## config.mk

```make
export PLATFORM = sky130hd
export DESIGN_NAME = write_back_unit_flat
export DESIGN_NICKNAME = d
export VERILOG_FILES = /design/src/rtl/write_back_unit_if.sv /design/src/rtl/write_back_unit.sv /design/src/flat_wrapper.sv
export SDC_FILE = /design/constraint.sdc
export NUM_CORES = 1
export LEC_CHECK = 0
export ABC_AREA = 0
export CAP_MARGIN = 15
export CORE_MARGIN = 8
export CORE_UTILIZATION = 40
export DETAILED_ROUTE_END_ITERATION = 8
export PLACE_DENSITY = 0.78
export SYNTH_ARGS = -nofsm -noshare
export SYNTH_HDL_FRONTEND = slang
export SYNTH_SLANG_ARGS = --single-unit
export TNS_END_PERCENT = 30
```

## constraint.sdc

```tcl
create_clock -name clk -period 1.6 [get_ports clk]
set_input_delay 0.32 -clock clk [delete_from_list [all_inputs] [get_ports clk]]
set_output_delay 0.32 -clock clk [all_outputs]
set_load 0.03 [all_outputs]
```

## src/rtl/write_back_unit_if.sv

```systemverilog
// rtl/write_back_unit_if.sv - MEM/WB retire handshake, register-file write port and forwarding bundle
interface write_back_unit_if #(
    parameter int COUNT_WIDTH = 32
);
    logic                   inValid;
    logic                   inReady;
    logic                   inRegWrite;
    logic                   inMemToReg;
    logic [4:0]             inWriteRegister;
    logic [31:0]            inAluResult;
    logic                   inMemReady;
    logic [31:0]            inMemData;
    logic                   regWrite;
    logic [4:0]             writeRegister;
    logic [31:0]            writeData;
    logic                   fwdValid;
    logic [4:0]             fwdRegister;
    logic [31:0]            fwdData;
    logic                   memTimeout;
    logic [COUNT_WIDTH-1:0] retiredCount;

    modport master (
        output inValid, inRegWrite, inMemToReg, inWriteRegister, inAluResult,
               inMemReady, inMemData,
        input  inReady, regWrite, writeRegister, writeData, fwdValid, fwdRegister,
               fwdData, memTimeout, retiredCount
    );

    modport slave (
        input  inValid, inRegWrite, inMemToReg, inWriteRegister, inAluResult,
               inMemReady, inMemData,
        output inReady, regWrite, writeRegister, writeData, fwdValid, fwdRegister,
               fwdData, memTimeout, retiredCount
    );
endinterface

```

## src/rtl/write_back_unit.sv

```systemverilog
// rtl/write_back_unit.sv - MEM/WB register and write-back controller with load wait and timeout
module write_back_unit #(
    parameter int MEM_TIMEOUT = 15,
    parameter int COUNT_WIDTH = 32
) (
    input logic               clk,
    input logic               reset,
    write_back_unit_if.slave  bus
);
    typedef enum logic [1:0] {
        IDLE     = 2'd0,
        WAIT_MEM = 2'd1,
        COMMIT   = 2'd2
    } state_t;

    // Abandon on the edge where the counter would reach MEM_TIMEOUT.
    localparam logic [7:0] TIMEOUT_LAST = 8'(MEM_TIMEOUT - 1);

    state_t                 state;
    state_t                 next_state;
    logic                   in_ready;
    logic                   accept;
    logic                   timeout_hit;
    logic [7:0]             wait_cnt;
    logic                   held_reg_write;
    logic [4:0]             held_dest;
    logic                   reg_write_q;
    logic [4:0]             write_register_q;
    logic [31:0]            write_data_q;
    logic                   mem_timeout_q;
    logic [COUNT_WIDTH-1:0] retired_q;

    always_comb begin
        in_ready    = (state != WAIT_MEM);
        accept      = bus.inValid && in_ready;
        timeout_hit = (state == WAIT_MEM) && !bus.inMemReady && (wait_cnt == TIMEOUT_LAST);
        next_state  = state;
        case (state)
            IDLE, COMMIT: begin
                if (accept)
                    next_state = (bus.inMemToReg && !bus.inMemReady) ? WAIT_MEM : COMMIT;
                else
                    next_state = IDLE;
            end
            WAIT_MEM: begin
                if (bus.inMemReady)
                    next_state = COMMIT;
                else if (wait_cnt == TIMEOUT_LAST)
                    next_state = IDLE;
                else
                    next_state = WAIT_MEM;
            end
            default: next_state = IDLE;
        endcase
    end

    always_ff @(posedge clk or negedge reset) begin
        if (!reset) begin
            state            <= IDLE;
            wait_cnt         <= 8'd0;
            held_reg_write   <= 1'b0;
            held_dest        <= 5'd0;
            reg_write_q      <= 1'b0;
            write_register_q <= 5'd0;
            write_data_q     <= 32'd0;
            mem_timeout_q    <= 1'b0;
            retired_q        <= '0;
        end else begin
            state       <= next_state;
            reg_write_q <= 1'b0;
            if (state == COMMIT)
                retired_q <= retired_q + COUNT_WIDTH'(1);
            if (accept) begin
                held_reg_write <= bus.inRegWrite;
                held_dest      <= bus.inWriteRegister;
                wait_cnt       <= 8'd0;
                if (next_state == COMMIT) begin
                    reg_write_q      <= bus.inRegWrite && (bus.inWriteRegister != 5'd0);
                    write_register_q <= bus.inWriteRegister;
                    write_data_q     <= bus.inMemToReg ? bus.inMemData : bus.inAluResult;
                end
            end else if (state == WAIT_MEM) begin
                wait_cnt <= wait_cnt + 8'd1;
                if (bus.inMemReady) begin
                    reg_write_q      <= held_reg_write && (held_dest != 5'd0);
                    write_register_q <= held_dest;
                    write_data_q     <= bus.inMemData;
                end
                if (timeout_hit)
                    mem_timeout_q <= 1'b1;
            end
        end
    end

    // Forwarding taps the same registers the register file sees during COMMIT.
    assign bus.inReady       = in_ready;
    assign bus.regWrite      = reg_write_q;
    assign bus.writeRegister = write_register_q;
    assign bus.writeData     = write_data_q;
    assign bus.fwdValid      = reg_write_q;
    assign bus.fwdRegister   = write_register_q;
    assign bus.fwdData       = write_data_q;
    assign bus.memTimeout    = mem_timeout_q;
    assign bus.retiredCount  = retired_q;
endmodule

```

## src/flat_wrapper.sv

```systemverilog
// flat-port wrapper written by rule: the top's interface ports become plain ports
module write_back_unit_flat 
#(
    parameter int MEM_TIMEOUT = 15,
    parameter int COUNT_WIDTH = 32
)
  (clk, reset, bus_inValid, bus_inRegWrite, bus_inMemToReg, bus_inWriteRegister, bus_inAluResult, bus_inMemReady, bus_inMemData, bus_inReady, bus_regWrite, bus_writeRegister, bus_writeData, bus_fwdValid, bus_fwdRegister, bus_fwdData, bus_memTimeout, bus_retiredCount);
  write_back_unit_if #(.COUNT_WIDTH(COUNT_WIDTH)) bus_i ();
  input logic clk;
  input logic reset;
  input wire logic [$bits(bus_i.inValid)-1:0] bus_inValid;
  input wire logic [$bits(bus_i.inRegWrite)-1:0] bus_inRegWrite;
  input wire logic [$bits(bus_i.inMemToReg)-1:0] bus_inMemToReg;
  input wire logic [$bits(bus_i.inWriteRegister)-1:0] bus_inWriteRegister;
  input wire logic [$bits(bus_i.inAluResult)-1:0] bus_inAluResult;
  input wire logic [$bits(bus_i.inMemReady)-1:0] bus_inMemReady;
  input wire logic [$bits(bus_i.inMemData)-1:0] bus_inMemData;
  output wire logic [$bits(bus_i.inReady)-1:0] bus_inReady;
  output wire logic [$bits(bus_i.regWrite)-1:0] bus_regWrite;
  output wire logic [$bits(bus_i.writeRegister)-1:0] bus_writeRegister;
  output wire logic [$bits(bus_i.writeData)-1:0] bus_writeData;
  output wire logic [$bits(bus_i.fwdValid)-1:0] bus_fwdValid;
  output wire logic [$bits(bus_i.fwdRegister)-1:0] bus_fwdRegister;
  output wire logic [$bits(bus_i.fwdData)-1:0] bus_fwdData;
  output wire logic [$bits(bus_i.memTimeout)-1:0] bus_memTimeout;
  output wire logic [$bits(bus_i.retiredCount)-1:0] bus_retiredCount;
  assign bus_i.inValid = bus_inValid;
  assign bus_i.inRegWrite = bus_inRegWrite;
  assign bus_i.inMemToReg = bus_inMemToReg;
  assign bus_i.inWriteRegister = bus_inWriteRegister;
  assign bus_i.inAluResult = bus_inAluResult;
  assign bus_i.inMemReady = bus_inMemReady;
  assign bus_i.inMemData = bus_inMemData;
  assign bus_inReady = bus_i.inReady;
  assign bus_regWrite = bus_i.regWrite;
  assign bus_writeRegister = bus_i.writeRegister;
  assign bus_writeData = bus_i.writeData;
  assign bus_fwdValid = bus_i.fwdValid;
  assign bus_fwdRegister = bus_i.fwdRegister;
  assign bus_fwdData = bus_i.fwdData;
  assign bus_memTimeout = bus_i.memTimeout;
  assign bus_retiredCount = bus_i.retiredCount;
  write_back_unit #(.MEM_TIMEOUT(MEM_TIMEOUT), .COUNT_WIDTH(COUNT_WIDTH)) u_core (.clk(clk), .reset(reset), .bus(bus_i));
endmodule
```

==> run metrics, run 1 <==
status finished with violations; violated checks hold timing, setup timing; Die W 123 um; DR vias 3,329; core outline area 0.0113 sq mm; largest net degree at the start of global routing 88; Root Buffer clkbuf_16; number of global-route vias before repair 3,658; worst hold slack -0.0123 ns; GR Overflow Total 0; HP Class primary input to async pin; Area Overhead vs Synth 49.4%; synthesized area 0.00458 sq mm; layout cells sized above 1 0.302; drt pass-1 iters 4; PwrDens 1130 mW/mm^2; post-route clock period utilization 1.06; async set or reset register ratio after synthesis 1.00; WL final 12,000 um; GPL Wtd Cong 0.789; GR Util All Layers 0.156; Post-CTS Hold Buffers 0; Port Buffers 184; Max-Cap Viols 0; fmax 0.590 GHz; CTS tree built; critical path arrival 1.90 ns; Vias/cell 4.89; Req. time, crit path 1.81 ns; Crit Path Category flop to flop; H-tree depth 3; wire length of the first global-routing pass 18,600 um; Leak Pwr 0.00333 uW; DRC Markers 0; YS warnings 0; # rows 39; most frequent cells in the layout 108 x dlygate4sd2_1, 72 x clkdlybuf4s50_1, 72 x dfrtp_1, 56 x mux2_4; Mapped Cells 354; ys flop type dfrtp_1; Initial Util 0.406; most common cell after layout, fill and taps aside dlygate4sd2_1; RSZ-0062 raised after global routing yes; Setup Skew 0.00636 ns; post-synthesis area per instance 12.9 sq um; Overall Power 7700 uW; crit-path cells nor2b_4 -> inv_8 -> nand3b_4 -> buf_12 -> mux2_4 -> mux2_4; setup TNS -2.29 ns; Worst path slowest cell dfrtp_1; Worst Tran Pin Value 0.490 ns; clk sink count 87; placed cells 662; initial antenna violation count 1; slew margin rel. 0.674; CP dominant cell by count mux2_4; slowest stage delay, CP 0.43 ns; Final #Nets 610; Die Ht 123 um; post-DP HPWL 9500 um; Synth Net Count 432; Seq/Total Area, Yosys 0.476; Worst-Skew Late Latency 0.33 ns; Num CTS Buffers 9; final worst path period need 1.69 ns; num ports 185; Worst Setup End Kind flop; # setup viols final 37; crit-path max FO 13; Slew Limit Fails 0; Clock Tree Buf Depth 2; Peak VDD IR 0.587 mV; #FFs+latches synth 87; Clock transition at path regs 0.06 ns; final core utilization 0.607; Wirelength per Cell 17.7 um; Hold Violations, Final 4; Post-Layout Cell Count 681; synth unique cells 42; Die Footprint 0.0151 sq mm; Setup WS post-layout -0.0936 ns; CP Launch Type flop; Detail Route Antenna Nets 0; EDFF count, synth 0; 1st-iter DRT viols 146
## per-layer routing
layer / wire, um / global-route usage
met1: 4600 / 0.170
met2: 6070 / 0.267
met3: 1210 / 0.0671
met4: 178 / 0.0534
met5: 0 / 0
## per-stage QoR
| stage | area [sq um] | hold slack (ns) | worst slack [ns] |
|---|---|---|---|
| final | 6840 | -0.0123 | -0.0936 |
| after global routing | 6840 | 0.0614 | -0.146 |
| after CTS | 6730 | 0.0431 | -0.133 |
| after detailed placement | 6500 | 0.399 | -0.411 |
| after global placement | 6500 | 0.392 | -0.376 |
| after floorplan | 4600 | 0.0244 | -0.0341 |
## flip-flops by register name, indices dropped and copies added, names as in the netlist
register                 cells
u_core.bus.fwdData          32
u_core.bus.fwdRegister       5
u_core.bus.fwdValid          1
u_core.bus.memTimeout        1
u_core.bus.retiredCount     32
u_core.held_dest             5
u_core.held_reg_write        1
u_core.state                 2
u_core.wait_cnt              8
## worst max-delay path: cells and delay by family, from the launching register on
kind,cells,cell delay [ns]
AND/OR/NAND/NOR,2,0.34
multiplexers,2,0.56
buffers and inverters,2,0.24
flip-flops,1,0.43
## cell type report
type	instances	area, sq um
diodes	1	2.50
clock buffers	9	225
clock inverters	7	95.1
fillers	910	4440
inverters	6	30.0
multi-input cells	213	2110
flip-flops and latches	87	2200
well taps	143	179
repair buffers	215	2000
## cells in the mapped netlist, types with 2 or more instances
cell type	instances	area share
dfrtp_1	87	0.48
mux2_4	44	0.14
buf_4	39	0.064
mux2_2	31	0.076
xnor2_1	24	0.046
nand2_1	17	0.014
nand3_1	16	0.017
nand4_1	9	0.012
nor2_1	9	0.0074
xor2_1	9	0.017
and3_1	6	0.0082
buf_6	6	0.015
o21ai_0	6	0.0066
inv_1	5	0.0041
and4_1	3	0.0057
buf_2	3	0.0033
ha_1	3	0.0082
nor4_1	3	0.0041
nor4_4	3	0.014
or3_1	3	0.0041
a21oi_1	2	0.0022
mux2i_1	2	0.0044
nand3b_1	2	0.0033
nand4b_1	2	0.0038
nor2b_1	2	0.0027
or4_1	2	0.0033
## worst paths after layout
| kind | start | slack [ns] | cells past startpoint | endpoint |
|---|---|---|---|---|
| min in group clk | bus_inValid | 0.46 | 3 | u_core.wait_cnt[2] |
| setup reg to reg | u_core.state[1] | -0.09 | 6 | u_core.bus.fwdData[27] |
| hold reg to reg | u_core.bus.memTimeout | 0.47 | 2 | u_core.bus.memTimeout |
| max in group asynchronous | reset | 1.20 | 2 | u_core.bus.fwdData[13] |
| hold / removal | reset | -0.01 | 2 | u_core.bus.retiredCount[8] |
| setup / recovery | u_core.state[1] | -0.09 | 6 | u_core.bus.fwdData[27] |
## repair_timing
item                                    4_1_cts  5_1_grt
cloned                                        0        0
endpoints found under the setup margin      157       51
pin swaps                                     1        7
gates resized for setup                     120       24
buffers inserted                              0        2
## kinds of logic after synthesis
logic type,count (synthesis),synth area share
mux,77,0.225
simple gates,86,0.121
fa+ha+maj,3,0.00820
compound gates,14,0.0186
buf+inv,54,0.0886
flops,87,0.476
xor+xnor,33,0.0631
## power breakdown
part	internal, uW	switching, uW	leakage [uW]	total (uW)
clock	1370	854	0.000156	2230
combinational	1120	1550	0.00210	2660
sequential	2510	297	0.00108	2810
Power figures use the tool's default switching activity.
==> inputs of run 2 (changes only) <==
Settings changed: REMOVE_ABC_BUFFERS set to 1.
==> run metrics, run 2 (synthesis results as in run 1) <==
status finished with violations (unchanged); violated checks setup timing (was hold timing, setup timing); Root Buffer clkbuf_16 (unchanged); WL final 12,700 um (was 12,000 um); Clock transition at path regs 0.07 ns (was 0.06 ns); worst hold slack 0.427 ns (was -0.0123 ns); Worst Tran Pin Value 0.361 ns (was 0.490 ns); post-route clock period utilization 1.07 (was 1.06); Wirelength per Cell 18.5 um (was 17.7 um); GR Overflow Total 0 (unchanged); ant diodes 0 (was 1); Reg2Reg Capture Point u_core.bus.fwdData[15] (was u_core.bus.fwdData[27]); clock network fraction of total power 0.258 (was 0.289); DR vias 3,367 (was 3,329); final worst path period need 1.71 ns (was 1.69 ns); Initial Util 0.406 (unchanged); critical path arrival 1.92 ns (was 1.90 ns); Setup WS post-layout -0.107 ns (was -0.0936 ns); Slew Limit Fails 0 (unchanged); Die Footprint 0.0151 sq mm (unchanged); number of global-route vias before repair 3,848 (was 3,658); fmax 0.586 GHz (was 0.590 GHz); switch share 0.357 (was 0.350); CTS tree built (unchanged); Die Ht 123 um (unchanged); crit-path max FO 7 (was 13); Worst-Skew Late Latency 0.32 ns (was 0.33 ns); flop2flop setup slack -0.11 ns (was -0.09 ns); slew margin rel. 0.758 (was 0.674); layout cells sized above 1 0.282 (was 0.302); GPL Wtd Cong 0.829 (was 0.789); sequential group share of total power 0.365 (about the same); Die W 123 um (unchanged); drt pass-1 iters 4 (unchanged); Detail Route Antenna Nets 0 (unchanged); Req. time, crit path 1.81 ns (about the same); Hold Violations, Final 0 (was 4); Leak Pwr 0.00345 uW (was 0.00333 uW); wire length of the first global-routing pass 19,600 um (was 18,600 um); Port Buffers 184 (unchanged); RSZ-0062 raised after global routing yes (unchanged); clk sink count 87 (unchanged); Internal Power 4890 uW (was 5000 uW); post-route cell area 0.00694 sq mm (was 0.00684 sq mm); num ports 185 (unchanged); Setup Skew 0.00872 ns (was 0.00636 ns); # setup viols final 39 (was 37); initial antenna violation count 0 (was 1); Final #Nets 616 (was 610); # rows 39 (unchanged); 1st-iter DRT viols 209 (was 146); Worst R2R Path Depth 6 (unchanged); Area Overhead vs Synth 51.6% (was 49.4%); Num CTS Buffers 9 (unchanged); setup TNS -2.99 ns (was -2.29 ns); Clock Tree Buf Depth 2 (unchanged); core outline area 0.0113 sq mm (unchanged); CP Launch Type flop (unchanged); RR Startpoint u_core.state[0] (was u_core.state[1]); H-tree depth 3 (unchanged); GR Util All Layers 0.163 (was 0.156); Max-Cap Viols 0 (unchanged); P_sw 2720 uW (was 2700 uW); placed inst area 0.00652 sq mm (was 0.00650 sq mm); post-DP HPWL 9780 um (was 9500 um); largest net degree at the start of global routing 44 (was 88); most common cell after layout, fill and taps aside dlygate4sd2_1 (unchanged); combinational share of power 0.378 (was 0.346); Crit Path Category flop to flop (unchanged); HP Class primary input to async pin (unchanged); final core utilization 0.616 (was 0.607); PwrDens 1100 mW/mm^2 (was 1130 mW/mm^2); Worst Setup End Kind flop (unchanged); DRC Markers 0 (unchanged); Vias/cell 4.91 (was 4.89); Peak VDD IR 0.655 mV (was 0.587 mV); most frequent cells in the layout 106 x dlygate4sd2_1, 87 x dfrtp_1, 72 x clkdlybuf4s50_1, 68 x mux2_4 (was 108 x dlygate4sd2_1, 72 x clkdlybuf4s50_1, 72 x dfrtp_1, 56 x mux2_4)
[run 2: power by group through the flow]
stage,clock network [uW],registers (uW),logic [uW]
floorplan,0,3720,615
global placement,0,2810,3070
detailed placement,0,2820,3110
CTS,2030,2780,2820
global route,2130,2830,3040
finish,1960,2770,2880
[run 2: worst max-delay path: stages (launching register included)]
cell and delay [ns]:
dfrtp_1 0.39, nor2b_4 0.24, inv_8 0.04, nand3b_4 0.17, clkbuf_16 0.20, mux2_4 0.29, mux2_4 0.26
[run 2: how the worst max path moves through the flow]
stage,end,start
floorplan,u_core.bus.fwdData[10],u_core.state[0]
global placement,u_core.bus.fwdData[2],bus_inValid
detailed placement,u_core.bus.fwdData[31],bus_inValid
CTS,u_core.bus.fwdData[5],u_core.state[0]
global route,u_core.bus.fwdData[25],u_core.state[0]
finish,u_core.bus.fwdData[15],u_core.state[0]
[run 2: per-layer routing]
layer / routed length [um] / global-route usage / up-vias
met1: 5040 / 0.189 / 1655
met4: 195 / 0.0436 / 0
met3: 898 / 0.0525 / 16
met2: 6580 / 0.287 / 125
li1: - / - / 1571
met5: 0 / 0 / -
[run 2: cell type report]
class                      count  area (sq um)
clock buffer                  12           256
clock inverter                 4          30.0
fill                         934          4330
inverter                       6          30.0
multi-input combinational    213          2170
sequential                    87          2180
tap                          143           179
timing repair buffer         221          2090
[run 2: repair_timing]
action,in CTS,in global routing
resized for setup,122,40
buffers inserted,0,1
pin swaps,3,6
endpoints found under the setup margin,154,65
hold buffers,1,0
cloned,0,2
hold endpoints to repair,18,0
[run 2: through the flow]
step	setup WS [ns]	std cells	total power, uW
floorplan	-0.734	306	4330
global placement	-0.408	666	5880
finish	-0.107	686	7610
CTS	-0.146	683	7630
detailed placement	-0.453	666	5930
global route	-0.170	686	7990
==> inputs of run 3 (changes only) <==
Settings changed: CORE_ASPECT_RATIO set to 1.2, CORE_UTILIZATION 40 to 44, PLACE_DENSITY 0.78 to 0.81.
Clock period 1.6 ns to 1.7 ns, I/O delays scaled along.
==> run metrics, run 3 (synthesis results as in run 1) <==
Setup Skew 0.00797 ns (was 0.00872 ns); Final #Nets 621 (was 616); CP Launch Type flop (unchanged); clk sink count 87 (unchanged); wire length of the first global-routing pass 18,900 um (was 19,600 um); violated checks setup timing (unchanged); largest net degree at the start of global routing 75 (was 44); Worst Tran Pin Value 0.405 ns (was 0.361 ns); status finished with violations (unchanged); Reg2Reg Capture Point u_core.bus.fwdData[11] (was u_core.bus.fwdData[15]); Leak Pwr 0.00342 uW (was 0.00345 uW); Max-Cap Viols 0 (unchanged); HP Class primary input to async pin (unchanged); core outline area 0.0103 sq mm (was 0.0113 sq mm); critical path arrival 1.96 ns (was 1.92 ns); Area Overhead vs Synth 51.2% (was 51.6%); Setup WS post-layout -0.0412 ns (was -0.107 ns); num ports 185 (unchanged); DRC Markers 0 (unchanged); DR vias 3,387 (was 3,367); RSZ-0062 raised after global routing yes (unchanged); GR Overflow Total 0 (unchanged); Clock transition at path regs 0.06 ns (was 0.07 ns); fmax 0.574 GHz (was 0.586 GHz); most frequent cells in the layout 109 x dlygate4sd2_1, 86 x dfrtp_1, 72 x clkdlybuf4s50_1, 58 x mux2_4, 24 x xnor2_1 (was 106 x dlygate4sd2_1, 87 x dfrtp_1, 72 x clkdlybuf4s50_1, 68 x mux2_4); Port Buffers 184 (unchanged); H-tree depth 3 (unchanged); RR Startpoint u_core.state[1] (was u_core.state[0]); Vias/cell 5.01 (was 4.91); Die Ht 128 um (was 123 um); layout cells sized above 1 0.267 (was 0.282); Root Buffer clkbuf_16 (unchanged); Hold Violations, Final 0 (unchanged); number of global-route vias before repair 3,746 (was 3,848); most common cell after layout, fill and taps aside dlygate4sd2_1 (unchanged); final core utilization 0.671 (was 0.616); Initial Util 0.444 (was 0.406); worst hold slack 0.395 ns (was 0.427 ns); Die Footprint 0.0139 sq mm (was 0.0151 sq mm); Slew Limit Fails 0 (unchanged); pre-CTS WS -0.398 ns (was -0.453 ns); Die W 109 um (was 123 um); Num CTS Buffers 9 (unchanged); CTS tree built (unchanged); post-DP HPWL 9380 um (was 9780 um); Worst R2R Path Depth 6 (unchanged); slew margin rel. 0.730 (was 0.758); PwrDens 1040 mW/mm^2 (was 1100 mW/mm^2); Crit Path Category flop to flop (unchanged); placed inst area 0.00646 sq mm (was 0.00652 sq mm); post-route clock period utilization 1.02 (was 1.07); GPL Wtd Cong 0.781 (was 0.829); initial antenna violation count 0 (unchanged); GR Util All Layers 0.174 (was 0.163); flop2flop setup slack -0.04 ns (was -0.11 ns); 1st-iter DRT viols 80 (was 209); drt pass-1 iters 4 (unchanged); Worst Setup End Kind flop (unchanged); ant diodes 0 (unchanged); Worst-Skew Late Latency 0.34 ns (was 0.32 ns); post-route cell area 0.00692 sq mm (was 0.00694 sq mm); crit-path max FO 6 (was 7); final worst path period need 1.74 ns (was 1.71 ns); Peak VDD IR 0.546 mV (was 0.655 mV); # setup viols final 16 (was 39); Wirelength per Cell 19.1 um (was 18.5 um); # rows 41 (was 39); Req. time, crit path 1.92 ns (was 1.81 ns); WL final 12,900 um (was 12,700 um); Clock Tree Buf Depth 2 (unchanged); Detail Route Antenna Nets 0 (unchanged)
[run 3: cell count changes in the layout (fill, tap and decap cells not counted), sizes merged]
cell	previous run	this run
bufinv	0	1
nand3b	3	4
clkinv	3	0
clkinvlp	1	2
clkbuf	16	17
dlygate4sd2	106	109
[run 3: cell type report]
cell class | count | area [sq um]
fillers | 786 | 3390
flip-flops and latches | 87 | 2180
repair buffers | 225 | 2170
multi-input cells | 214 | 2100
clock buffers | 12 | 236
well taps | 129 | 161
clock inverters | 3 | 45.0
inverters | 6 | 30.0
[run 3: power by group]
group          leakage [uW]  internal (uW)  switching [uW]
sequential          0.00110           2350             281
clock              0.000129           1130             770
combinational       0.00219           1150            1500
[run 3: routing by layer]
metal  wire length (um)  vias to the layer above  GRT usage
met1               4940                     1647      0.191
met4                246                        0     0.0597
met2               6800                      135      0.303
li1                   -                     1586          -
met5                  0                        -          0
met3                930                       19     0.0599
[run 3: repair_timing]
item	in CTS	in global routing
pin swaps	0	6
resized for setup	111	30
setup endpoints to repair	130	53
endpoints found under the hold margin	13	0
setup buffers	0	5
hold buffers	1	0
gates cloned	0	7
[run 3: worst max path at each step]
stage	from	endpoint	cells after the start
2_1_floorplan	u_core.state[0]	u_core.bus.fwdData[10]	3
3_3_place_gp	bus_inValid	u_core.bus.fwdData[9]	6
3_5_place_dp	bus_inValid	u_core.bus.fwdData[26]	6
4_1_cts	u_core.state[1]	u_core.bus.fwdData[26]	6
5_1_grt	u_core.state[1]	u_core.bus.fwdData[11]	6
6_report	u_core.state[1]	u_core.bus.fwdData[11]	6
[run 3: metrics by stage]
step           instances  TNS [ns]  power, uW
2_1_floorplan        306    -23.29       4080
3_3_place_gp         648    -12.18       5450
3_5_place_dp         648    -13.24       5500
4_1_cts              664    -0.360       7110
5_1_grt              676     -1.58       7510
6_report             676    -0.200       7180
[run 3: worst max-delay path, stage by stage (launching register included)]
cell	delay [ns]
dfrtp_1	0.43
nor2b_4	0.21
inv_8	0.07
nand3b_4	0.16
buf_4	0.16
mux2_2	0.34
mux2_2	0.26
